===== src/rtl/plab1_imul_varlat_mul_n.sv =====
// Variable-latency iterative multiplier that skips runs of trailing zeros in B.
// Define PLAB1_IMUL_VARLAT_MULH_EN to add the MULH/MULHU/MULHSU high-half funcs.
module plab1_imul_varlat_mul_n #(
  parameter int unsigned P_NBITS = 32,
  parameter int unsigned P_SKIP  = 8
) (
  input  logic               clk,
  input  logic               reset,
  input  logic               in_val,
  output logic               in_rdy,
  input  logic [1:0]         in_func,
  input  logic [P_NBITS-1:0] in_a,
  input  logic [P_NBITS-1:0] in_b,
  input  logic               in_domain,
  output logic               out_val,
  input  logic               out_rdy,
  output logic [P_NBITS-1:0] out_msg,
  output logic               out_domain
);

`ifdef PLAB1_IMUL_VARLAT_MULH_EN
  localparam int unsigned AW = 2 * P_NBITS;
`else
  localparam int unsigned AW = P_NBITS;
`endif
  localparam int unsigned ZW = $clog2(P_SKIP + 2);

  typedef enum logic [1:0] {
    IDLE = 2'd0,
    CALC = 2'd1,
`ifdef PLAB1_IMUL_VARLAT_MULH_EN
    NEG  = 2'd3,
`endif
    DONE = 2'd2
  } state_t;

  state_t             state, state_nxt;
  logic               live;
  logic [AW-1:0]      acc, acc_nxt;
  logic [AW-1:0]      a_reg, a_nxt;
  logic [P_NBITS-1:0] b_reg, b_nxt;
  logic               dom_reg, dom_nxt;
  logic               accept;
  logic [P_NBITS-1:0] a_mag, b_mag;
  logic [ZW-1:0]      skip, shamt;
  logic               hit, found;
`ifdef PLAB1_IMUL_VARLAT_MULH_EN
  logic [1:0]         func_reg, func_nxt;
  logic               neg_reg, neg_nxt;
  logic               a_neg, b_neg;
`else
  logic               unused_func;
  assign unused_func = ^in_func;
`endif

  // Trailing-zero count of B, capped at P_SKIP; hit = bit at that position is set
  always_comb begin
    skip  = ZW'(P_SKIP);
    hit   = b_reg[P_SKIP];
    found = 1'b0;
    for (int i = 0; i < int'(P_SKIP); i++) begin
      if (!found && b_reg[i]) begin
        found = 1'b1;
        skip  = ZW'(i);
        hit   = 1'b1;
      end
    end
    shamt = skip + ZW'(1);
  end

  // Operand magnitudes captured at accept; MUL low half needs no sign fix-up
  always_comb begin
`ifdef PLAB1_IMUL_VARLAT_MULH_EN
    a_neg = (in_func == 2'd1 || in_func == 2'd3) && in_a[P_NBITS-1];
    b_neg = (in_func == 2'd1) && in_b[P_NBITS-1];
    a_mag = a_neg ? -in_a : in_a;
    b_mag = b_neg ? -in_b : in_b;
`else
    a_mag = in_a;
    b_mag = in_b;
`endif
  end

  // Next-state and datapath update
  always_comb begin
    state_nxt = state;
    acc_nxt   = acc;
    a_nxt     = a_reg;
    b_nxt     = b_reg;
    dom_nxt   = dom_reg;
`ifdef PLAB1_IMUL_VARLAT_MULH_EN
    func_nxt  = func_reg;
    neg_nxt   = neg_reg;
`endif
    in_rdy    = live && (state == IDLE || (state == DONE && out_rdy));
    out_val   = (state == DONE);
    accept    = in_val && in_rdy;

    case (state)
      IDLE: ;
      CALC: begin
        if (hit) acc_nxt = acc + (a_reg << skip);
        a_nxt = a_reg << shamt;
        b_nxt = b_reg >> shamt;
        if (b_nxt == '0) begin
`ifdef PLAB1_IMUL_VARLAT_MULH_EN
          state_nxt = neg_reg ? NEG : DONE;
`else
          state_nxt = DONE;
`endif
        end
      end
`ifdef PLAB1_IMUL_VARLAT_MULH_EN
      NEG: begin
        acc_nxt   = -acc;
        state_nxt = DONE;
      end
`endif
      DONE: if (out_rdy) state_nxt = IDLE;
      default: state_nxt = IDLE;
    endcase

    // Accept overrides DONE->IDLE so back-to-back requests lose no cycle
    if (accept) begin
      state_nxt = CALC;
      acc_nxt   = '0;
      a_nxt     = AW'(a_mag);
      b_nxt     = b_mag;
      dom_nxt   = in_domain;
`ifdef PLAB1_IMUL_VARLAT_MULH_EN
      func_nxt  = in_func;
      neg_nxt   = a_neg ^ b_neg;
`endif
    end
  end

  always_ff @(posedge clk or negedge reset) begin
    if (!reset) begin
      state    <= IDLE;
      live     <= 1'b0;
      acc      <= '0;
      a_reg    <= '0;
      b_reg    <= '0;
      dom_reg  <= 1'b0;
`ifdef PLAB1_IMUL_VARLAT_MULH_EN
      func_reg <= 2'd0;
      neg_reg  <= 1'b0;
`endif
    end else begin
      state    <= state_nxt;
      live     <= 1'b1;
      acc      <= acc_nxt;
      a_reg    <= a_nxt;
      b_reg    <= b_nxt;
      dom_reg  <= dom_nxt;
`ifdef PLAB1_IMUL_VARLAT_MULH_EN
      func_reg <= func_nxt;
      neg_reg  <= neg_nxt;
`endif
    end
  end

`ifdef PLAB1_IMUL_VARLAT_MULH_EN
  assign out_msg = (func_reg == 2'd0) ? acc[P_NBITS-1:0] : acc[AW-1:P_NBITS];
`else
  assign out_msg = acc;
`endif
  assign out_domain = dom_reg;

endmodule


===== config.mk =====
export PLATFORM = sky130hd
export DESIGN_NAME = plab1_imul_varlat_mul_n
export DESIGN_NICKNAME = d
export VERILOG_FILES = /design/src/rtl/plab1_imul_varlat_mul_n.sv
export SDC_FILE = /design/constraint.sdc
export NUM_CORES = 1
export LEC_CHECK = 0
export ABC_AREA = 1
export CAP_MARGIN = 30
export CORE_UTILIZATION = 60
export DETAILED_ROUTE_END_ITERATION = 6
export GPL_ROUTABILITY_DRIVEN = 1
export PLACE_DENSITY = 0.94
export REMOVE_ABC_BUFFERS = 1
export SYNTH_ARGS = -nofsm -noshare
export SYNTH_HDL_FRONTEND = slang
export SYNTH_SLANG_ARGS = --single-unit

===== constraint.sdc =====
create_clock -name clk -period 6.2 [get_ports clk]
set_input_delay 1.24 -clock clk [delete_from_list [all_inputs] [get_ports clk]]
set_output_delay 1.24 -clock clk [all_outputs]
set_load 0.1 [all_outputs]

==> qor.txt, run 1 <==
Synth cell count leaders = nand2_1, nand3_1, inv_1
Required @ worst endpoint = 6450 ps
RSZ-0062 raised after global routing = false
Final worst slack = 1391 ps
Post-synth EDFFs = 0
CP Class = flop to flop
CTS Buffer Depth = 2
Share of cells above drive strength 1 = 0.04581
Fmax = 208.0 MHz
Total Routed Length = 31310 um
WP buf/inv = 3
Cells after Synth = 1618
Place WS = 1536 ps
Hold_buf cts = 0
Netlist Area Pre-Place = 9980 um2
Post-DRT Antenna Nets = 0
Worst skew pair latency = 360 ps
Final hold vios = 0
Floorplan row count = 46
Gr usage total = 0.3755
Sequential-to-total area share from yosys stat = 0.2508
Final Critical Period = 4809 ps
Global route overflow = 0
Clock Sinks = 100
HPWL after DPL = 22960 um
Antenna violations before repair = 0
Largest incremental delay on the critical path = 580 ps
TritonCTS Buffers = 9
Via-to-Cell Ratio = 6.243
Min-Delay Path Class = flop to flop
Final Max Slew Viols = 0
WL/cell = 16.70 um
Yosys warnings = 0
Pin count of the biggest net entering global routing = 66
Ant diodes = 0
Layout fillers = 1390
Final cell count without fillers = 1875
#FFs+latches synth = 100
Final Cycle Share = 0.7756
Vias in the first global route = 10790
IO buf count = 103
CP Capture Type = flop
Routability cong. = 0.9694
# DRC = 0
Root buf cell = clkbuf_16
Slew at the pin with the worst max-slew slack = 1026 ps
Data arrival, critical path = 5060 ps
Core area = 16060 um2
Area grow syn2layout = 12.35%
Htree depth = 3
CTS resizes = 0
Slowest CP cell = or2_1
Slew HR = 0.3140
Clock Skews = 8.998 ps
Top post-synthesis cells by area = dfrtp_1, nand2_1, nand3_1, o21ai_0, o21ai_1
Yosys top cell area share = 0.2508
Via count = 11710
Placed cell area = 10940 um2
Die H = 131.0 um
CP most frequent cell = nand2_1
Max-cap violations = 0
Final Setup Violations = 0
Critical Path Start Type = flop
Nets = 1762
Setup bufs post-CTS = 0
CTS tree = yes
Post-synthesis async set-or-reset flop share = 1.000
Io pins = 106
Most common flop cell mapped by yosys = dfrtp_1
Post-route cell area = 11210 um2
Top-count cell post-synth = nand2_1
Status = finished, final reports clean
CP Max Fanout = 21
TritonRoute pass-1 iters = 6
Clock transition at path regs = 80 ps
First-pass GRT wire length = 50830 um
Dpl cells = 1859
Post-synth top area cell = dfrtp_1
Synthesized area per cell = 6.168 um2
DR iter-0 viols = 1183
Synth unique cells = 51
Initial core utilization = 0.6215
Area of the die = 17150 um2
Width of the die = 131.0 um
Setup TNS Final = 0 ps
Delay-heaviest family, CP = simple AND/OR/NAND/NOR gates
## worst min-delay path, cell delays in order, from the launching register on
cell	delay [ps]
dfrtp_1	340
nand2_1	60
nand2_1	60
## metal layers
layer,GRT usage,share of wire
met5,0,0
met1,0.4590,0.39
met2,0.6306,0.48
met3,0.04642,0.083
met4,0.2326,0.047
## cell usage in the layout (no fill, tap or decap), drive strengths merged, types with 16 or more instances in the layout
cell,n
nand2,493
nand3,229
o21ai,228
inv,141
clkdlybuf4s50,102
dfrtp,100
nor2,82
a21oi,70
ha,36
o211ai,32
o221ai,20
nand4,19
buf,17
mux2i,16
## area by class of cell
type	instances	area, um2	area share
clock buffer	12	246.5	0.02198
sequential	100	2502	0.2232
inverter	144	541.8	0.04832
timing repair buffer	119	1161	0.1036
clock inverter	4	25.02	0.002232
multi-input combinational	1280	6465	0.5766
tap	216	270.3	0.02410
## worst paths after layout
| path | start | end | slack, ps | cells past startpoint |
|---|---|---|---|---|
| hold reg to reg | out_domain | out_domain | 490 | 2 |
| hold / removal | out_domain | out_domain | 490 | 2 |
| setup reg to reg | b_reg[2] | out_msg[28] | 1390 | 25 |
| min in group asynchronous | reset | out_msg[4] | 1000 | 1 |
| setup / recovery | b_reg[2] | out_msg[28] | 1390 | 25 |
| max in group asynchronous | reset | out_msg[21] | 4220 | 2 |
## kinds of logic after synthesis
group                      share of synthesized area
muxes                                        0.01605
other                                      0.0003758
and+or+nand+nor                               0.3573
DFF                                           0.2508
xor gates and xnor gates                    0.008776
buffers and inverters                         0.1026
AOI/OAI and AO/OA                             0.2170
adders and majority gates                    0.04714
## per-stage QoR
| stage | hold WS, ps | util |
|---|---|---|
| detailed placement | 479.4 | 0.6813 |
| floorplan | 449.9 | - |
| CTS | 495.3 | 0.6982 |
| global route | 539.7 | 0.6982 |
| global placement | 466.2 | 0.6801 |
| finish | 492.3 | 0.6982 |
Power of run 1 is left out: the tool's default activity adds up to more than one toggle a clock period on the data nets, which glitch-free logic cannot reach.
==> run 2, diff against run 1 <==
--- a/config.mk
+++ b/config.mk
@@ -7,10 +7,10 @@
 export LEC_CHECK = 0
 export ABC_AREA = 1
 export CAP_MARGIN = 30
-export CORE_UTILIZATION = 60
+export CORE_UTILIZATION = 53
 export DETAILED_ROUTE_END_ITERATION = 6
 export GPL_ROUTABILITY_DRIVEN = 1
-export PLACE_DENSITY = 0.94
+export PLACE_DENSITY = 0.88
 export REMOVE_ABC_BUFFERS = 1
 export SYNTH_ARGS = -nofsm -noshare
 export SYNTH_HDL_FRONTEND = slang
==> constraint.sdc (replaced) <==
create_clock -name clk -period 4.36 [get_ports clk]
set_input_delay 0.872 -clock clk [delete_from_list [all_inputs] [get_ports clk]]
set_output_delay 0.872 -clock clk [all_outputs]
set_load 0.1 [all_outputs]
==> run 2 against run 1 <==
Effect of this change: the run now ends with design-rule violations left; non-clock buffer count is 19 higher; count of clock-buffer cells in the layout is 1 lower; setup slack worse by 1200 ps; cell count is 1.9% higher; clock skew rose by 1.9 ps; global-route usage fell by 5.4 points; via count fell by 1.2%; sequential share of layout area fell by 0.68 points; maximum frequency increased by 15%; die area up 13%; core utilization is 6.3 points lower; first-iteration DRC count decreased by 6.8%; critical path type unchanged.
==> qor.txt, run 2 (synthesis results as in run 1) <==
Nets = 1784 (was 1762)
WL/cell = 16.43 um (was 16.70 um)
CP Class = flop to flop (unchanged)
Total Routed Length = 31390 um (was 31310 um)
Die H = 139.2 um (was 131.0 um)
IO buf count = 103 (unchanged)
CP Capture Type = flop (unchanged)
Commonest non-fill, non-tap cell in the layout = nand2_1 (unchanged)
Share of cells above drive strength 1 = 0.06306 (was 0.04581)
WP buf/inv = 4 (was 3)
Min-Delay Path Class = input pin to async pin (was flop to flop)
Final Max Slew Viols = 0 (unchanged)
Post-DRT Antenna Nets = 0 (unchanged)
Critical Path Start Type = flop (unchanged)
Gr usage total = 0.3212 (was 0.3755)
Final Setup Violations = 0 (unchanged)
Seq. cell area = 2502 um2 (unchanged)
Fmax = 239.9 MHz (was 208.0 MHz)
Final Cycle Share = 0.9560 (was 0.7756)
Final Critical Period = 4168 ps (was 4809 ps)
Required @ worst endpoint = 4610 ps (was 6450 ps)
Floorplan row count = 49 (was 46)
Final hold vios = 0 (unchanged)
Clock Sinks = 100 (unchanged)
Layout fillers = 1706 (was 1390)
Vias in the first global route = 10750 (was 10790)
Antenna violations before repair = 0 (unchanged)
Root buf cell = clkbuf_16 (unchanged)
Htree depth = 3 (unchanged)
Data arrival, critical path = 4420 ps (was 5060 ps)
DR iter-0 viols = 1103 (was 1183)
CTS Buffer Depth = 2 (unchanged)
Max-cap violations = 0 (unchanged)
TritonCTS Buffers = 9 (unchanged)
Footprint of the multi-input gates = 6541 um2 (was 6465 um2)
Via-to-Cell Ratio = 6.058 (was 6.243)
Setup TNS Final = 0 ps (unchanged)
HPWL after DPL = 23330 um (was 22960 um)
CP startpoint = b_reg[2] (unchanged)
Width of the die = 139.2 um (was 131.0 um)
Worst r2r src = b_reg[2] (unchanged)
Delay-heaviest family, CP = simple AND/OR/NAND/NOR gates (unchanged)
CP most frequent cell = nand2_1 (unchanged)
TritonRoute pass-1 iters = 7 (was 6)
Dpl cells = 1886 (was 1859)
Setup crit end = out_msg[21] (was out_msg[28])
Area grow syn2layout = 15.87% (was 12.35%)
Slew HR = 0.3436 (was 0.3140)
Worst skew pair latency = 370 ps (was 360 ps)
Io pins = 106 (unchanged)
Status = finished, violations left (was finished, final reports clean)
Clock Skews = 10.86 ps (was 8.998 ps)
Slew at the pin with the worst max-slew slack = 981.5 ps (was 1026 ps)
Post-route cell area = 11560 um2 (was 11210 um2)
Placed cell area = 11090 um2 (was 10940 um2)
FF-to-FF End = out_msg[21] (was out_msg[28])
Setup slack, reg-to-reg = 190 ps (was 1390 ps)
Clock transition at path regs = 70 ps (was 80 ps)
Initial core utilization = 0.5481 (was 0.6215)
Via count = 11570 (was 11710)
Most frequent cells in the layout = nand2_1, nand3_1, inv_1 (unchanged)
Reg2Reg Depth = 26 (was 25)
# DRC = 5 (was 0)
Routability cong. = 0.9937 (was 0.9694)
First-pass GRT wire length = 50780 um (was 50830 um)
Final cell count without fillers = 1910 (was 1875)
CP Max Fanout = 5 (was 21)
Global route overflow = 0 (unchanged)
Failing checks = design-rule violations
CTS tree = yes (unchanged)
Ant diodes = 0 (unchanged)
WP depth = 26 (was 25)
Largest incremental delay on the critical path = 460 ps (was 580 ps)
Pin count of the biggest net entering global routing = 65 (was 66)
Slowest CP cell = dfrtp_1 (was or2_1)
Core area = 18210 um2 (was 16060 um2)
Area of the die = 19380 um2 (was 17150 um2)
[run 2: worst reg2reg max path, delay by kind of cell (launching register included)]
family,cells,cell delay (ps)
AND/OR/NAND/NOR,12,1240
buffers and inverters,4,430
AO/OA/AOI/OAI,7,1230
multiplexers,2,310
flip-flops,1,460
adder cells (fa/ha/maj),1,400
[run 2: worst min path at each step]
stage          startpoint         end  slack (ps)  cells after the start
2_1_floorplan   a_reg[31]   a_reg[31]         450                      2
3_3_place_gp   out_domain  out_domain         470                      2
3_5_place_dp    a_reg[31]   a_reg[31]         480                      2
4_1_cts             reset  out_msg[7]         400                      1
5_1_grt             reset  out_msg[7]         410                      1
6_report            reset  out_msg[7]         380                      1
[run 2: repair_timing]
item                                    4_1_cts  5_1_grt
buffers inserted                              0        5
endpoints found under the setup margin        0       19
hold buffers                                  0        0
gates resized for setup                       0       21
[run 2: cell type report]
type                            count  share of cell area
Inverter                          144             0.04718
Multi-Input combinational cell   1283              0.5657
Tap cell                          229             0.02478
Timing Repair Buffer              138              0.1157
Clock buffer                       11             0.02099
Sequential cell                   100              0.2164
Clock inverter                      5            0.009305
[run 2: routing by layer]
metal	vias to the layer above	GRT usage	wire (um)
met4	0	0.1684	1445
met3	114	0.02994	2310
met2	582	0.5588	15090
li1	5613	-	-
met1	5261	0.3944	12540
met5	-	0	0
[run 2: stage by stage]
stage	setup WS, ps	util	hold WS, ps
detailed placement	118.1	0.6088	483.2
finish	191.7	0.6351	384.8
global placement	236.3	0.6073	466.7
CTS	59.15	0.6280	398.2
global route	-16.63	0.6351	410.0
floorplan	-1532	-	449.9
Power of run 2 is left out for the same reason.
==> run 3, diff against run 2 <==
--- a/config.mk
+++ b/config.mk
@@ -9,9 +9,9 @@
 export CAP_MARGIN = 30
 export CORE_UTILIZATION = 53
 export DETAILED_ROUTE_END_ITERATION = 6
-export GPL_ROUTABILITY_DRIVEN = 1
 export PLACE_DENSITY = 0.88
 export REMOVE_ABC_BUFFERS = 1
+export SKIP_CTS_REPAIR_TIMING = 1
 export SYNTH_ARGS = -nofsm -noshare
 export SYNTH_HDL_FRONTEND = slang
 export SYNTH_SLANG_ARGS = --single-unit
==> results of run 3 <==
Same layout as run 2: the final DEF is identical, and so are final timing and power.
Power of run 3 is left out for the same reason.
